## src/rtl/mem_arbiter.sv

```systemverilog
// mem_arbiter: round-robin arbiter that shares one data-memory port between two req/ack masters.
// Define ARB_LOCK_EN to add lock0/lock1 inputs and the HOLD state for atomic sequences.
module mem_arbiter #(
    parameter int ADDR_W  = 7,
    parameter int DATA_W  = 16,
    parameter int MEM_LAT = 1
) (
    input  logic              clock,
    input  logic              reset,
    input  logic              req0,
    input  logic              we0,
    input  logic [ADDR_W-1:0] addr0,
    input  logic [DATA_W-1:0] wdata0,
    output logic              ack0,
    input  logic              req1,
    input  logic              we1,
    input  logic [ADDR_W-1:0] addr1,
    input  logic [DATA_W-1:0] wdata1,
    output logic              ack1,
`ifdef ARB_LOCK_EN
    input  logic              lock0,
    input  logic              lock1,
`endif
    output logic [DATA_W-1:0] rdata,
    output logic [1:0]        gnt,
    output logic [ADDR_W-1:0] mem_addr,
    output logic [DATA_W-1:0] mem_wdata,
    output logic              mem_we,
    input  logic [DATA_W-1:0] mem_rdata,
    output logic              busy
);
    typedef enum logic [2:0] {IDLE, ISSUE, WAIT, RESP, HOLD} state_t;
    localparam logic [1:0] LAT_M1 = 2'(MEM_LAT - 1);
    state_t     state;
    logic [1:0] cnt;
    logic       ptr, sel, wr, g, go;
`ifdef ARB_LOCK_EN
    logic lock_sel;
    assign lock_sel = sel ? lock1 : lock0;
`endif
    // HOLD only ever re-grants the port that owns the lock
    assign g    = state == HOLD ? sel : req1 & (~req0 | ptr);
    assign go   = state == HOLD ? (sel ? req1 : req0) : req0 | req1;
    assign busy = state != IDLE;
    always_ff @(posedge clock) begin
        if (reset) begin
            state     <= IDLE;
            gnt       <= '0;
            ack0      <= 1'b0;
            ack1      <= 1'b0;
            mem_we    <= 1'b0;
            mem_addr  <= '0;
            mem_wdata <= '0;
            rdata     <= '0;
            ptr       <= 1'b0;
            cnt       <= '0;
            sel       <= 1'b0;
            wr        <= 1'b0;
        end else begin
            case (state)
                IDLE, HOLD: begin
`ifdef ARB_LOCK_EN
                    if (state == HOLD && !lock_sel) begin
                        ptr   <= ~sel;
                        state <= IDLE;
                    end else
`endif
                    if (go) begin
                        sel       <= g;
                        gnt       <= g ? 2'b10 : 2'b01;
                        mem_addr  <= g ? addr1 : addr0;
                        mem_wdata <= g ? wdata1 : wdata0;
                        mem_we    <= g ? we1 : we0;
                        wr        <= g ? we1 : we0;
                        state     <= ISSUE;
                    end
                end
                ISSUE: begin
                    mem_we <= 1'b0;
                    cnt    <= LAT_M1;
                    state  <= WAIT;
                end
                WAIT: begin
                    if (cnt == 2'd0) begin
                        if (!wr) rdata <= mem_rdata;
                        ack0  <= ~sel;
                        ack1  <= sel;
                        state <= RESP;
                    end else begin
                        cnt <= cnt - 2'd1;
                    end
                end
                RESP: begin
                    ack0 <= 1'b0;
                    ack1 <= 1'b0;
                    gnt  <= '0;
`ifdef ARB_LOCK_EN
                    if (lock_sel) state <= HOLD;
                    else
`endif
                    begin
                        ptr   <= ~sel;
                        state <= IDLE;
                    end
                end
                default: state <= IDLE;
            endcase
        end
    end
endmodule

```

## config.mk

```make
export PLATFORM = sky130hd
export DESIGN_NAME = mem_arbiter
export DESIGN_NICKNAME = d
export VERILOG_FILES = /design/src/rtl/mem_arbiter.sv
export SDC_FILE = /design/constraint.sdc
export NUM_CORES = 1
export LEC_CHECK = 0
export ABC_AREA = 1
export BUFFER_PORTS_ARGS = -buffer_cell sky130_fd_sc_hd__buf_2
export CAP_MARGIN = 0
export CELL_PAD_IN_SITES_DETAIL_PLACEMENT = 1
export CELL_PAD_IN_SITES_GLOBAL_PLACEMENT = 1
export CORE_ASPECT_RATIO = 1.5
export CORE_MARGIN = 10
export CORE_UTILIZATION = 29
export CTS_BUF_LIST = sky130_fd_sc_hd__clkbuf_4 sky130_fd_sc_hd__clkbuf_8
export CTS_CLUSTER_SIZE = 14
export DETAILED_ROUTE_END_ITERATION = 6
export GPL_TIMING_DRIVEN = 1
export PLACE_DENSITY_LB_ADDON = 0.1
export SETUP_SLACK_MARGIN = 0.5
export SLEW_MARGIN = 30
export SYNTH_ARGS = -nofsm -noshare
export SYNTH_HDL_FRONTEND = slang
export SYNTH_SLANG_ARGS = --single-unit
```

## constraint.sdc

```tcl
create_clock -name clock -period 1.45 [get_ports clock]
set_clock_uncertainty 0.15 [all_clocks]
set_input_delay 0 -clock clock [delete_from_list [all_inputs] [get_ports clock]]
set_output_delay 0 -clock clock [all_outputs]
set_load 0.005 [all_outputs]
```

# After elaboration in Yosys (flattened, before gate mapping)
# Index checks and enable logic that the tools add are counted.
[classes]
addsub = 1
multipliers = 0
n_div = 0
order_cmp = 0
n_eq_ne = 7
n_shift = 0
mux = 20
bitwise_logic = 6
n_reduce_logical = 15
[op_table]
columns = ["operator", "count"]
rows = [
  ["$mux 16", 1],
  ["$reduce_and 2->1", 6],
  ["$pmux 3 s3", 1],
  ["$pmux 2 s2", 2],
  ["$reduce_bool 2->1", 4],
  ["$mux 1", 7],
  ["$mux 7", 1],
  ["$eq 3x2->1 const B", 2],
  ["$mux 2", 3],
  ["$mux 3", 2],
  ["$ne 2x2->1 const B", 3],
  ["$pmux 1 s2", 3],
  ["$eq 3x1->1 const B", 1],
  ["$eq 3x3->1 const B", 1],
  ["$logic_not 3->1", 1],
  ["$not 1->1", 3],
  ["$reduce_and 3->1", 1],
  ["$reduce_bool 3->1", 1],
  ["$logic_not 2->1", 1],
  ["$or 1x1->1", 2],
  ["$reduce_or 2->1", 1],
  ["$sub 2x1->2 const B", 1],
  ["$and 1x1->1", 1],
]
[word_totals]
register_bits = 52
latchBits = 0
ram_bits = 0
romBits = 0
inputBits = 68
output_inout_bits = 45
word_cells = 61
memories = 0

# Longest topological paths before layout
# Gate-level depths: netlist (run 1).
[depth]
word_depth = 7
mapped_depth = 9
ltp_nobuf = 8

# Worst setup path before layout (run 1)
# No wires, ideal clock.
[synth_path]
path_kind = "flip-flop to flip-flop"
start = "register state[0]"
end = "register mem_wdata[13]"
setup_time_ps = 109
arrival_ps = 1264
required_time_ps = 1191
slack_ps = -73
stages_incl_launch_ff = 10
n_path_buf = 2
period_less_slack_ps = 1523
path_cell_list = "dfxtp_1 > inv_1 > ha_1 > o21ai_4 > inv_4 > buf_12 > buf_12 > nand3_1 > nand2_1 > inv_1"
[synth_via]
elab_chain_cells = 3
word_cells_on_any_way = 7
cone_classes = "eq/ne: 1; mux: 3; reduce/logical: 3"
[synth_lines]
columns = ["item", "line", "text"]
rows = [
  ["start: declaration", "34", "state_t state;"],
  ["start signal: assignment", "47", "state <= IDLE;"],
  ["start signal: assignment", "75", "state <= ISSUE;"],
  ["start signal: assignment", "81", "state <= WAIT;"],
  ["$eq 3x3->1 / $logic_not 3->1 (equally long branches)", "42, 43, 60", ""],
  ["$mux 1 (tied with other cells)", "42", "assign g = state == HOLD ? sel : req1 & (~req0 | ptr);"],
  ["$mux 16 / $reduce_and 2->1 (equally long branches)", "--", ""],
  ["end signal: assignment", "72", "mem_wdata <= g ? wdata1 : wdata0;"],
  ["end: declaration", "27", "output logic [DATA_W-1:0] mem_wdata,"],
]
# Parallel ways exist; a longest one is shown, timed or not.
# A chain may end at the register's enable or synchronous reset.

# Final worst setup path (run 1)
[layout_path]
start = "register state[0]"
end = "register rdata[3]"
[layout_via]
elab_chain_cells = 2
[layout_lines]
columns = ["item", "line", "text"]
rows = [
  ["$eq 3x2->1", "60", "case (state)"],
  ["$reduce_and 3->1 (no source line)", "--", ""],
  ["end signal: assignment", "85", "if (!wr) rdata <= mem_rdata;"],
  ["end: declaration", "24", "output logic [DATA_W-1:0] rdata,"],
]
# No other way between the ends.

==> results of run 1 <==
[where the power goes]
group / internal, mW / switching [mW] / total, mW / leakage [nW]
clock: 0.435 / 0.477 / 0.912 / 0.0505
sequential: 1.95 / 0.365 / 2.31 / 0.438
combinational: 2.03 / 1.90 / 3.93 / 1.83
[layer usage]
metal | vias up | track usage | wire length, um
met2 | 73 | 0.300 | 5980
met1 | 1417 | 0.154 | 3830
met4 | 0 | 0.0417 | 107
li1 | 1492 | - | -
met5 | - | 0 | 0
met3 | 7 | 0.0416 | 556
[final cells by class]
class	count	area [um^2]	area share
well taps	105	131	0.0283
diodes	2	5.00	0.00108
inverters	42	175	0.0377
clock buffers	7	96.3	0.0207
clock inverters	1	7.51	0.00162
repair buffers	216	1690	0.363
multi-input cells	242	1450	0.313
flip-flops and latches	51	1090	0.234
[worst max-delay path: cells and delay by family (launching register included)]
| kind | cells | cell delay, ns |
|---|---|---|
| buf+inv | 2 | 0.26 |
| compound gates | 1 | 0.05 |
| flops | 1 | 0.37 |
| fa+ha+maj | 1 | 0.16 |
| simple gates | 3 | 0.41 |
[placed cells by master, fill, tap and decap left out]
master	instances
dfxtp_2	41
inv_1	32
diode_2	2
buf_4	27
nand3_2	16
buf_2	93
nor2_1	58
a21oi_2	4
nand2_1	78
nand3_4	1
nand2_2	5
clkinvlp_4	1
o21ai_4	3
nand2_4	3
ha_4	5
ha_2	1
nor2_2	15
nor2_4	10
buf_12	2
inv_4	7
o21ai_2	14
nand3_1	14
clkbuf_8	7
dlygate4sd3_1	63
dfxtp_1	6
inv_2	3
buf_6	31
o21ai_0	1
dfxtp_4	4
a21oi_1	7
o21ai_1	5
nand4_1	2
[cells by family after synthesis]
kind of cell             Yosys count  share of synthesized area
flip-flops                        51                      0.421
buffers and inverters             58                      0.121
adder cells (fa/ha/maj)            6                     0.0310
AND/OR/NAND/NOR                  202                      0.351
AO/OA/AOI/OAI                     34                     0.0764
[how the worst max path moves through the flow]
stage / slack (ns) / to
floorplan: 0.08 / rdata[0]
global placement: 0.03 / rdata[12]
detailed placement: -0.02 / rdata[4]
CTS: -0.00009 / rdata[10]
global route: -0.12 / rdata[13]
finish: -0.03 / rdata[3]
[synth_stat cells]
| library cell | count |
|---|---|
| ha_1 | 6 |
| nor2_4 | 1 |
| dfxtp_1 | 51 |
| buf_6 | 1 |
| inv_4 | 1 |
| inv_2 | 1 |
| nand2_1 | 84 |
| nand3_1 | 24 |
| o21ai_4 | 1 |
| nand4_1 | 2 |
| clkbuf_1 | 4 |
| a21oi_1 | 10 |
| a21oi_2 | 1 |
| nand2_2 | 2 |
| nor2_1 | 82 |
| nand3_2 | 7 |
| buf_2 | 4 |
| inv_1 | 40 |
| o21ai_0 | 21 |
| buf_12 | 3 |
| buf_4 | 3 |
| o21ai_1 | 1 |
| buf_1 | 1 |
[flip-flops by register name, indices dropped and copies added, names as in the netlist, 2 cells and up]
signal and flops:
mem_wdata 16, rdata 16, state 2, cnt 2, gnt 2, mem_addr 7
[timing repair]
item / in CTS / in global routing
hold buffers: 63 / 0
gates resized for setup: 92 / 87
buffers inserted: 8 / 20
setup endpoints to repair: 56 / 93
pin swaps: 18 / 19
cloned: 1 / 0
endpoints found under the hold margin: 41 / 0
==> out/results.txt, run 1 <==
Effective utilization at floorplan = 0.299
Flip-flop and latch count after synthesis = 51
Root Driver = clkbuf_8
Post-CTS clock slew at the launch and capture registers of the worst setup and hold paths = 0.09 ns
Kind of critical path = reg -> reg
All-Layer GR Usage = 0.156
Signed area change from the synthesized netlist to the final layout = 91.6%
Drt initial violations = 100
Most area-consuming cells after synthesis = dfxtp_1 (42%), nand2_1 (13%), nor2_1 (13%)
Total of buffers placed on input and output ports = 112
Number of different library cells in the post-synthesis netlist = 23
Gp weighted congestion = 0.736
Routed length per instance = 15.7 um
Total nets after synthesis = 425
Largest net degree at the start of global routing = 31
Sum of negative setup slack = -0.162 ns
Max_slew headroom = 0.389
Sequential area share after synthesis = 0.421
Buffers from clock root to sink, at most = 2
Routed vias = 2,989
Setup slack after placement = -0.0196 ns
Violated checks = negative hold slack, negative setup slack
Count of final max-slew check failures = 0
Die footprint = 12,500 um^2
Placement-stage cell area = 3180 um^2
Post-synth top area share = 0.421
Worst path cell trace = inv_4 -> ha_4 -> nand2_4 -> nor2_4 -> buf_6 -> o21ai_2 -> nor2_1
Tot Pwr = 7.16 mW
Total non-filler cell area in the finished layout = 4640 um^2
Status = finished, violations left
Clk sinks = 51
Total standard cell area after synthesis = 2420 um^2
Pwr per Cell Area = 1540 nW/um^2
First-pass GRT wire length = 15,900 um
Half-perimeter wire length of the detailed placement result = 6290 um
Fraction of layout instances using a drive strength above 1 = 0.524
Final non-filler cell total = 666
Number of placed instances, taps included = 564
WHS = -0.00868 ns
Slowest Stage Delay on Critical Path = 0.37 ns
Type of the worst min-delay path = in -> reg
Overall die height = 132 um
Final Hold Viols = 1
Total CTS buffers = 5
Data arrival, critical path = 1.57 ns
Filler Cell Count = 994
Hold path cells = 5
Wire length reported by the detailed router = 10,500 um
Smallest setup slack after layout = -0.0284 ns
Launch point of the critical path = state[0]
Required time of the critical path = 1.54 ns
Setup crit end kind = register
CP max-delay cell = dfxtp_4
Remaining global-route overflow = 0
TritonCTS clock tree = done
Beginning of the worst hold path = we1
Antenna violations before repair = 2
Critical Path Source Type = register
Worst-margin pin slew = 0.916 ns
Critical R2R Capture = rdata[3]
Insertion delay of the later-clocked pin in the worst-skew pair = 0.31 ns
Leakage power of the design = 2.32 nW
Horizontal extent of the die = 94.6 um
Total number of placement rows = 40
Depth of the most critical reg-to-reg path = 7
Gate Count Post-Synth = 351
# setup viols final = 14
Maximum achievable frequency = 676 MHz
# DRC = 0
Synth area leader = dfxtp_1
Maxcap violations = 0
Worst hold path endpoint = mem_we
Maximum level of the CTS H-tree = 2
Core area = 8110 um^2
Crit Reg-Reg Startpoint = state[0]
Antenna-violating nets left = 0
Post-detailed-route via-to-cell ratio = 4.49
Number of global-route vias before repair = 3,241
Warning count from the yosys run = 0
Number of nets at the end of the flow = 632
Average cell area after synthesis = 6.90 um^2
Worst vdd ir = 0.833 mV
IO Count = 113
Final period util = 1.02
Peak fanout along the critical path = 7
Total iterations of the first detailed-routing run = 4
Layout Utilization = 0.573
Final critical delay including setup and external delays = 1.48 ns
RSZ-0062 raised after global routing = yes
Setup slack on the worst flop-to-flop path = -0.03 ns
Power figures use the tool's default switching activity.
==> inputs of run 2 (changes only) <==
- SETUP_SLACK_MARGIN: 0.5 -> not set
==> run 2 against run 1 <==
- the flow finishes with violations (negative setup slack)
- clock power is 4.9% lower
- via count is 4.2% lower
- register-to-register slack hardly changed
- first-iteration DRC count is 64% lower
- non-clock buffer count is 12 lower
- total power is 17% lower
- hold slack better by 0.30 ns
- sequential share of layout area is 1.8 points higher
- setup slack worse by 0.011 ns
- combinational power is 24% lower
- critical path depth is 1 higher
- critical endpoint is now rdata[2]
- largest power group unchanged
- highest routed layer unchanged
==> out/results.txt, run 2 (synthesis results as in run 1) <==
Leading cell type in the layout, fill and taps excluded = buf_2 (unchanged)
Effective utilization at floorplan = 0.299 (unchanged)
Antenna-violating nets left = 0 (unchanged)
Leakage power of the design = 2.16 nW (was 2.32 nW)
Post-CTS clock slew at the launch and capture registers of the worst setup and hold paths = 0.10 ns (was 0.09 ns)
Number of nets at the end of the flow = 620 (was 632)
Data arrival, critical path = 1.56 ns (was 1.57 ns)
Antenna violations before repair = 0 (was 2)
Setup crit end kind = register (unchanged)
Horizontal extent of the die = 94.6 um (unchanged)
# setup viols final = 16 (was 14)
Wire length reported by the detailed router = 9320 um (was 10,500 um)
RSZ-0062 raised after global routing = yes (unchanged)
Critical path buffer and inverter count = 3 (was 2)
Drt initial violations = 36 (was 100)
Tot Pwr = 5.94 mW (was 7.16 mW)
Root Driver = clkbuf_8 (unchanged)
Total number of placement rows = 40 (unchanged)
TritonCTS clock tree = done (unchanged)
Post-detailed-route via-to-cell ratio = 4.39 (was 4.49)
Type of the worst min-delay path = in -> reg (unchanged)
Critical Path Source Type = register (unchanged)
Largest net degree at the start of global routing = 31 (unchanged)
Peak fanout along the critical path = 16 (was 7)
Slowest Stage Delay on Critical Path = 0.35 ns (was 0.37 ns)
Maximum achievable frequency = 671 MHz (was 676 MHz)
Total CTS buffers = 5 (unchanged)
Die footprint = 12,500 um^2 (unchanged)
Buffers from clock root to sink, at most = 2 (unchanged)
IO Count = 113 (unchanged)
Total of buffers placed on input and output ports = 112 (unchanged)
Final period util = 1.03 (was 1.02)
Total iterations of the first detailed-routing run = 4 (unchanged)
Count of final max-slew check failures = 0 (unchanged)
Routed vias = 2,863 (was 2,989)
First-pass GRT wire length = 15,300 um (was 15,900 um)
Core area = 8110 um^2 (unchanged)
Pwr per Cell Area = 1460 nW/um^2 (was 1540 nW/um^2)
CP max-delay cell = dfxtp_2 (was dfxtp_4)
Filler Cell Count = 1,062 (was 994)
Overall die height = 132 um (unchanged)
Insertion delay of the later-clocked pin in the worst-skew pair = 0.31 ns (about the same)
Signed area change from the synthesized netlist to the final layout = 68.0% (was 91.6%)
Sum of negative setup slack = -0.267 ns (was -0.162 ns)
Ant diodes = 0 (was 2)
Fraction of layout instances using a drive strength above 1 = 0.331 (was 0.524)
Worst path cell trace = buf_4 -> ha_4 -> nand2_2 -> nor2_4 -> clkinvlp_4 -> buf_12 -> nor2_1 -> nor2_1 (was inv_4 -> ha_4 -> nand2_4 -> nor2_4 -> buf_6 -> o21ai_2 -> nor2_1)
Worst-margin pin slew = 0.355 ns (was 0.916 ns)
Clk sinks = 51 (unchanged)
Routed length per instance = 14.3 um (was 15.7 um)
# DRC = 0 (unchanged)
Status = finished, violations left (unchanged)
Remaining global-route overflow = 0 (unchanged)
Smallest setup slack after layout = -0.0393 ns (was -0.0284 ns)
Final Hold Viols = 0 (was 1)
Max_slew headroom = 0.763 (was 0.389)
Half-perimeter wire length of the detailed placement result = 6250 um (was 6290 um)
Layout Utilization = 0.502 (was 0.573)
All-Layer GR Usage = 0.150 (was 0.156)
Final critical delay including setup and external delays = 1.49 ns (was 1.48 ns)
Area used by sequential logic in the layout = 1030 um^2 (was 1090 um^2)
Violated checks = negative setup slack (was negative hold slack, negative setup slack)
Gp weighted congestion = 0.738 (was 0.736)
Biggest registers after layout = mem_wdata (16), rdata (16), mem_addr (7) (unchanged)
Maxcap violations = 0 (unchanged)
Critical path's top delay family = buffers and inverters (was simple AND/OR/NAND/NOR gates)
Maximum level of the CTS H-tree = 2 (unchanged)
Leading cell types in the layout, fill and taps excluded = buf_2 (112), nand2_1 (84), nor2_1 (78) (was buf_2 (93), nand2_1 (78), dlygate4sd3_1 (63))
Total area of multi-input combinational cells = 1180 um^2 (was 1450 um^2)
Kind of critical path = reg -> reg (unchanged)
CP most frequent cell = nor2_1
Required time of the critical path = 1.52 ns (was 1.54 ns)
Number of global-route vias before repair = 3,197 (was 3,241)
Worst vdd ir = 0.627 mV (was 0.833 mV)
run 2: changes by cell type in the layout (fill, tap and decap cells not counted), moves of 9 or more:
| cell | previous run | this run |
|---|---|---|
| dfxtp_1 | 6 | 47 |
| dfxtp_2 | 41 | 4 |
| buf_6 | 31 | 2 |
| nor2_1 | 58 | 78 |
| buf_2 | 93 | 112 |
| o21ai_0 | 1 | 20 |
| o21ai_2 | 14 | 0 |
| nor2_2 | 15 | 4 |
| nand3_1 | 14 | 23 |
| nor2_4 | 10 | 1 |
run 2: timing repair:
| item | 4_1_cts | 5_1_grt |
|---|---|---|
| hold buffers | 67 | 0 |
| setup endpoints to repair | 18 | 45 |
| gates cloned | 0 | 1 |
| gates resized for setup | 3 | 20 |
| buffers inserted | 2 | 2 |
| pin swaps | 0 | 2 |
| hold endpoints to repair | 45 | 0 |
run 2: final timing paths:
path,start,end,slack (ns),cells past startpoint
setup / recovery,state[1],rdata[2],-0.04,8
hold / removal,mem_rdata[6],rdata[6],0.29,4
setup reg to reg,state[1],rdata[2],-0.04,8
hold reg to reg,ack0,ack0,0.30,2
run 2: area by class of cell:
cell class / count / area share
clock inverter: 3 / 0.00614
multi-input combinational: 242 / 0.289
inverter: 42 / 0.0402
sequential: 51 / 0.252
timing repair buffer: 204 / 0.364
tap: 105 / 0.0323
clock buffer: 5 / 0.0169
run 2: worst register-to-register path, delay by kind of cell, from the launching register on:
family	cells	cell delay [ns]
AND/OR/NAND/NOR	4	0.36
flip-flops	1	0.35
buffers and inverters	3	0.39
adder cells (fa/ha/maj)	1	0.15
run 2: power by group:
group          leakage, nW  internal (mW)  switching, mW
logic                 1.69           1.45           1.53
registers            0.421           1.86          0.232
clock network       0.0443          0.346          0.520
total                 2.16           3.65           2.28
run 2: routing by layer:
layer  up-vias  global-route usage  share of wire
met5         -                   0              0
met4         0              0.0551          0.020
met3        16              0.0468          0.064
met2        78               0.268           0.53
met1      1306               0.156           0.39
li1       1463                   -              -
run 2: through the flow:
stage	area (um^2)	setup WS, ns	hold slack [ns]	std cells
floorplan	2450	0.00173	-0.0151	351
finish	4070	-0.0393	0.294	652
global route	4070	-0.125	0.303	652
global placement	3180	-0.0658	0.0726	572
CTS	3980	-0.0169	0.279	649
detailed placement	3180	-0.145	0.0862	572
